### src/rtl/board_io_pkg.sv
// Shared definitions for the board input path: key indices, entry FSM states
// and the default debounce interval.
package board_io_pkg;

   localparam int KEY_LOAD   = 0;
   localparam int KEY_COMMIT = 1;
   localparam int KEY_CLEAR  = 2;
   localparam int NUM_KEYS   = 3;

   // 5 ms at 50 MHz
   localparam int DEFAULT_DEBOUNCE_CYCLES = 250000;

   typedef enum logic [1:0] {
      IDLE  = 2'd0,
      ENTRY = 2'd1,
      WRITE = 2'd2
   } entry_state_t;

   // Nibble counter increment that sticks at the maximum digit count.
   function automatic logic [2:0] sat_inc(input logic [2:0] count, input logic [2:0] max_count);
      sat_inc = (count >= max_count) ? max_count : count + 3'd1;
   endfunction

endpackage

### src/rtl/key_debounce.sv
// One pushbutton: 2-flop synchroniser, stability counter and a single-cycle
// pulse on each accepted press (stable level going 1 -> 0).
module key_debounce #(
   parameter int DEBOUNCE_CYCLES = 250000
) (
   input  logic clk,
   input  logic reset,
   input  logic i_key_n,
   output logic o_press
);

   localparam int CNT_W = (DEBOUNCE_CYCLES > 1) ? $clog2(DEBOUNCE_CYCLES) : 1;

   logic             r_sync1;
   logic             r_sync2;
   logic             r_stable;
   logic [CNT_W-1:0] r_cnt;
   logic             r_press;
   logic             w_settled;

   assign w_settled = (r_cnt == CNT_W'(DEBOUNCE_CYCLES - 1));
   assign o_press   = r_press;

   // Synchroniser and stable level come out of reset as "released" (high).
   always_ff @(posedge clk or posedge reset) begin
      if (reset) begin
         r_sync1  <= 1'b1;
         r_sync2  <= 1'b1;
         r_stable <= 1'b1;
         r_cnt    <= '0;
         r_press  <= 1'b0;
      end else begin
         r_sync1 <= i_key_n;
         r_sync2 <= r_sync1;
         r_press <= 1'b0;
         if (r_sync2 == r_stable) begin
            r_cnt <= '0;
         end else if (w_settled) begin
            r_stable <= r_sync2;
            r_cnt    <= '0;
            r_press  <= r_stable & ~r_sync2;
         end else begin
            r_cnt <= r_cnt + CNT_W'(1);
         end
      end
   end

endmodule

### src/rtl/board_input_entry.sv
// Board-side hex entry: debounced keys shift switch nibbles into a word and
// commit it to the register file over a held-request/ack write handshake.
module board_input_entry
   import board_io_pkg::*;
#(
   parameter int DEBOUNCE_CYCLES = DEFAULT_DEBOUNCE_CYCLES,
   parameter int DATA_WIDTH      = 16,
   parameter int ADDR_WIDTH      = 3
) (
   input  logic                    clk,
   input  logic                    reset,
   input  logic [2:0]              key_n,
   input  logic [ADDR_WIDTH+3:0]   sw,
   output logic [DATA_WIDTH-1:0]   entry_value,
   output logic [2:0]              nibble_count,
   output logic                    busy,
   output logic                    wr_en,
   output logic [ADDR_WIDTH-1:0]   wr_addr,
   output logic [DATA_WIDTH-1:0]   wr_data,
   input  logic                    wr_ack
);

   localparam logic [2:0] MAX_NIBBLES = 3'(DATA_WIDTH / 4);

   logic [NUM_KEYS-1:0]   w_press;
   logic [ADDR_WIDTH+3:0] r_sw_meta;
   logic [ADDR_WIDTH+3:0] r_sw_sync;

   entry_state_t          r_state;
   logic [DATA_WIDTH-1:0] r_entry;
   logic [2:0]            r_count;
   logic                  r_busy;
   logic                  r_wr_en;
   logic [ADDR_WIDTH-1:0] r_wr_addr;
   logic [DATA_WIDTH-1:0] r_wr_data;

   entry_state_t          w_state_next;
   logic [DATA_WIDTH-1:0] w_entry_next;
   logic [2:0]            w_count_next;
   logic                  w_busy_next;
   logic                  w_wr_en_next;
   logic [ADDR_WIDTH-1:0] w_wr_addr_next;
   logic [DATA_WIDTH-1:0] w_wr_data_next;

   genvar gi;
   generate
      for (gi = 0; gi < NUM_KEYS; gi++) begin : g_key
         key_debounce #(
            .DEBOUNCE_CYCLES (DEBOUNCE_CYCLES)
         ) u_key_debounce (
            .clk     (clk),
            .reset   (reset),
            .i_key_n (key_n[gi]),
            .o_press (w_press[gi])
         );
      end
   endgenerate

   // Switches are only synchronised; they are read when a key event fires.
   always_ff @(posedge clk or posedge reset) begin
      if (reset) begin
         r_sw_meta <= '0;
         r_sw_sync <= '0;
      end else begin
         r_sw_meta <= sw;
         r_sw_sync <= r_sw_meta;
      end
   end

   always_ff @(posedge clk or posedge reset) begin
      if (reset) begin
         r_state   <= IDLE;
         r_entry   <= '0;
         r_count   <= '0;
         r_busy    <= 1'b0;
         r_wr_en   <= 1'b0;
         r_wr_addr <= '0;
         r_wr_data <= '0;
      end else begin
         r_state   <= w_state_next;
         r_entry   <= w_entry_next;
         r_count   <= w_count_next;
         r_busy    <= w_busy_next;
         r_wr_en   <= w_wr_en_next;
         r_wr_addr <= w_wr_addr_next;
         r_wr_data <= w_wr_data_next;
      end
   end

   always_comb begin
      w_state_next   = r_state;
      w_entry_next   = r_entry;
      w_count_next   = r_count;
      w_busy_next    = r_busy;
      w_wr_en_next   = r_wr_en;
      w_wr_addr_next = r_wr_addr;
      w_wr_data_next = r_wr_data;

      case (r_state)
         IDLE, ENTRY: begin
            // CLEAR outranks COMMIT outranks LOAD; losers in the same cycle are dropped.
            if (w_press[KEY_CLEAR]) begin
               w_entry_next = '0;
               w_count_next = '0;
               w_state_next = IDLE;
            end else if (w_press[KEY_COMMIT]) begin
               if (r_count != 3'd0) begin
                  w_wr_en_next   = 1'b1;
                  w_wr_addr_next = r_sw_sync[ADDR_WIDTH+3:4];
                  w_wr_data_next = r_entry;
                  w_busy_next    = 1'b1;
                  w_state_next   = WRITE;
               end
            end else if (w_press[KEY_LOAD]) begin
               w_entry_next = {r_entry[DATA_WIDTH-5:0], r_sw_sync[3:0]};
               w_count_next = sat_inc(r_count, MAX_NIBBLES);
               w_state_next = ENTRY;
            end
         end
         WRITE: begin
            // Request stays up untouched until the register file acknowledges.
            if (wr_ack) begin
               w_wr_en_next = 1'b0;
               w_busy_next  = 1'b0;
               w_entry_next = '0;
               w_count_next = '0;
               w_state_next = IDLE;
            end
         end
         default: begin
            w_state_next = IDLE;
         end
      endcase
   end

   assign entry_value  = r_entry;
   assign nibble_count = r_count;
   assign busy         = r_busy;
   assign wr_en        = r_wr_en;
   assign wr_addr      = r_wr_addr;
   assign wr_data      = r_wr_data;

endmodule

### config.mk
export PLATFORM = sky130hd
export DESIGN_NAME = board_input_entry
export DESIGN_NICKNAME = d
export VERILOG_FILES = /design/src/rtl/board_io_pkg.sv /design/src/rtl/key_debounce.sv /design/src/rtl/board_input_entry.sv
export SDC_FILE = /design/constraint.sdc
export NUM_CORES = 1
export LEC_CHECK = 0
export ABC_AREA = 1
export CORE_ASPECT_RATIO = 1.5
export CORE_UTILIZATION = 45
export CTS_CLUSTER_DIAMETER = 200
export DETAILED_ROUTE_END_ITERATION = 8
export PLACE_DENSITY = 0.65
export SLEW_MARGIN = 20
export SYNTH_ARGS = -nofsm -noshare
export SYNTH_HDL_FRONTEND = slang
export SYNTH_SLANG_ARGS = --single-unit
export TNS_END_PERCENT = 100
### constraint.sdc
create_clock -name clk -period 5.37 [get_ports clk]
set_clock_uncertainty 0.1 [all_clocks]
set_input_delay 1.074 -clock clk [delete_from_list [all_inputs] [get_ports clk]]
set_output_delay 1.074 -clock clk [all_outputs]
set_load 0.02 [all_outputs]
==> results.json <==
{
  "outcome": "complete, no violations",
  "crit_fanout": 3,
  "syn2layout_area_growth_pct": 21.6,
  "cts-root-buf": "clkbuf_16",
  "tns_ns": 0,
  "fin_crit_sh_pct": 49.1,
  "ys_ff_latch": 121,
  "p_leak_uw": 0.00302,
  "max_slew.worst_pin.slew_ns": 0.716,
  "grtUsageTotal_pct": 20.1,
  "path_cells": "clkdlybuf4s50_1",
  "cts.sinks": 121,
  "drtAntennaViolNets": 0,
  "grt_max_degree": 58,
  "ctsHoldBuffers": 0,
  "worstSetupPathType": "reg2out",
  "post-route-util_pct": 56.9,
  "drive_gt1_share_pct": 11.0,
  "post_cts_resized": 0,
  "io_buffers": 52,
  "finalSetupViolations": 0,
  "max_slew_margin_pct": 52.2,
  "fp.dieArea_um2": 13100,
  "required_ns": 4.20,
  "die_width_um": 93.7,
  "synthCells": 652,
  "cp-start-kind": "register",
  "cts_buffers": 17,
  "rows": 49,
  "final_cell_mix": "140 x nor2_1, 115 x nand2_1, 112 x dfrtp_1",
  "maxCapViolations": 0,
  "synthDominantCellAreaShare_pct": 49.4,
  "first_global_vias": 4545,
  "ys_seq_area_share_pct": 53.5,
  "drc": 0,
  "cts_tree": "yes",
  "wl_per_cell_um": 13.4,
  "drt-total-wl_mm": 11.8,
  "p_per_area_nw_per_um2": 311,
  "crit_arrival_ns": 1.46,
  "io-pin-count": 53,
  "slew_viol_final": 0,
  "dp_hpwl_mm": 8.43,
  "htreeDepth": 4,
  "fmax_ghz": 0.380,
  "first_pass_iters": 5,
  "routabilityCongestion": 0.874,
  "crit_path_end_kind": "output pin",
  "first_iter_violations": 213,
  "die_h_um": 140,
  "grt.overflow.total": 0,
  "yosys_warnings": 0,
  "yosys.area.top_type": "dfrtp_1",
  "hold_path_class": "reg2reg",
  "antenna_found_initial": 0,
  "cts.clk_slew.worst_paths_ns": 0.05,
  "ir_drop_mv": 0.259,
  "clk-insertion-delay-late_ns": 0.41,
  "hold_violations": 0,
  "via_per_inst": 4.95,
  "vias": 4343,
  "layout_commonest_cell": "nor2_1",
  "path_delay_family": "buffers and inverters",
  "nets": 735,
  "crit_buf_inv": 1,
  "power_uw": 2140,
  "syn_avg_cell_area_um2": 8.71,
  "synth_nets": 676,
  "synth_area_um2": 5680,
  "core_um2": 12100,
  "finalCriticalPeriod_ns": 2.63,
  "clk_path_buf_depth": 2,
  "diodes": 0,
  "grt_setup_unrepaired": "false",
  "critical_path.max_stage_delay_ns": 0.63,
  "crit_slowest_cell": "clkdlybuf4s50_1",
  "start_util_pct": 46.8,
  "postCtsSetupRepairBufs": 0,
  "grt_pass1_wl_mm": 20.5,
  "synth.distinct_cells": 36,
  "whs_ns": 0.246,
  "ys_top_cells_by_area": "dfrtp_1 49%, nor2_1 9.3%, nand2_1 7.6%, inv_1 5.0%, nand3_1 4.5%"
}
-- power breakdown --
part           total, uW  switching, uW  internal [uW]
Clock               1110            405            703
Sequential           948           13.8            935
Combinational       86.7           54.0           32.7
Total               2140            473           1670
-- registers in the layout, indices dropped and copies added, names as in the netlist --
register,flops
entry_value,16
g_key.u_key_debounce.o_press,3
g_key.u_key_debounce.r_cnt,54
g_key.u_key_debounce.r_stable,3
g_key.u_key_debounce.r_sync1,3
g_key.u_key_debounce.r_sync2,3
nibble_count,3
r_state,2
r_sw_meta,7
r_sw_sync,7
wr_addr,3
wr_data,16
wr_en,1
-- path summary, 6_finish.rpt --
check | slack [ns] | depth (start not counted) | to | start
max reg2reg | 3.29 | 5 | wr_addr[2] | nibble_count[0]
min | 0.25 | 0 | r_sw_sync[1] | r_sw_meta[1]
min in group asynchronous | 1.03 | 2 | g_key[1].u_key_debounce.r_cnt[17] | reset
min reg2reg | 0.25 | 0 | r_sw_sync[1] | r_sw_meta[1]
max | 2.74 | 1 | nibble_count[0] | nibble_count[0]
max in group asynchronous | 3.18 | 3 | g_key[2].u_key_debounce.r_stable | reset
-- cell usage after synthesis --
cell        n
nor3_1      9
o21ai_1     2
and2_1      1
ha_1       11
buf_6       2
nor2_4      4
dfstp_2     9
xor2_1     18
inv_2       1
a211oi_1    3
nor2_1    140
nand3_2     3
nor4_1      1
or2_1       1
inv_1      76
buf_4       2
mux2_2      3
o21ai_0    22
buf_12      1
clkbuf_1    6
nor2_2      3
a21boi_1    1
nand3b_1    4
buf_8       2
nand2_2     4
nor3b_1     2
a21oi_2     1
o21bai_1    1
xnor2_1     6
a21oi_1     7
buf_2       2
nand3_1    51
o21ai_2    17
nand2_1   115
dfrtp_1   112
nand4_1     9
-- metal layers --
layer  vias up  part of all wire, %  routed length (um)  track usage, %
li1       2172                    -                   -               -
met1      2058                   41                4780            22.5
met2        88                   54                6340            36.3
met3        25                  2.7                 318            4.32
met4         0                  2.7                 318            8.26
met5         -                    0                   0               0
-- layout make-up --
type                       count  area (um2)
multi-input combinational    439        2240
timing repair buffer          55         563
clock inverter                12         124
fill                        1093        5240
sequential                   121        3040
tap                          153         191
inverter                      77         292
clock buffer                  20         457
-- per-stage QoR --
stage / cell area, um2 / setup slack, ns / cells
5_1_grt: 6900 / 2.70 / 877
3_3_place_gp: 6290 / 2.35 / 844
3_5_place_dp: 6290 / 2.30 / 844
6_report: 6900 / 2.74 / 877
4_1_cts: 6870 / 2.72 / 876
2_1_floorplan: 5680 / 0.997 / 652
-- kinds of logic after synthesis --
logic type,count (synthesis),synth area share (%)
xor gates and xnor gates,24,3.70
and+or+nand+nor,347,26.4
DFF,121,53.5
adders and majority gates,11,2.42
AOI/OAI and AO/OA,54,6.17
buffers and inverters,92,7.21
muxes,3,0.595
Power figures use the tool's default switching activity.
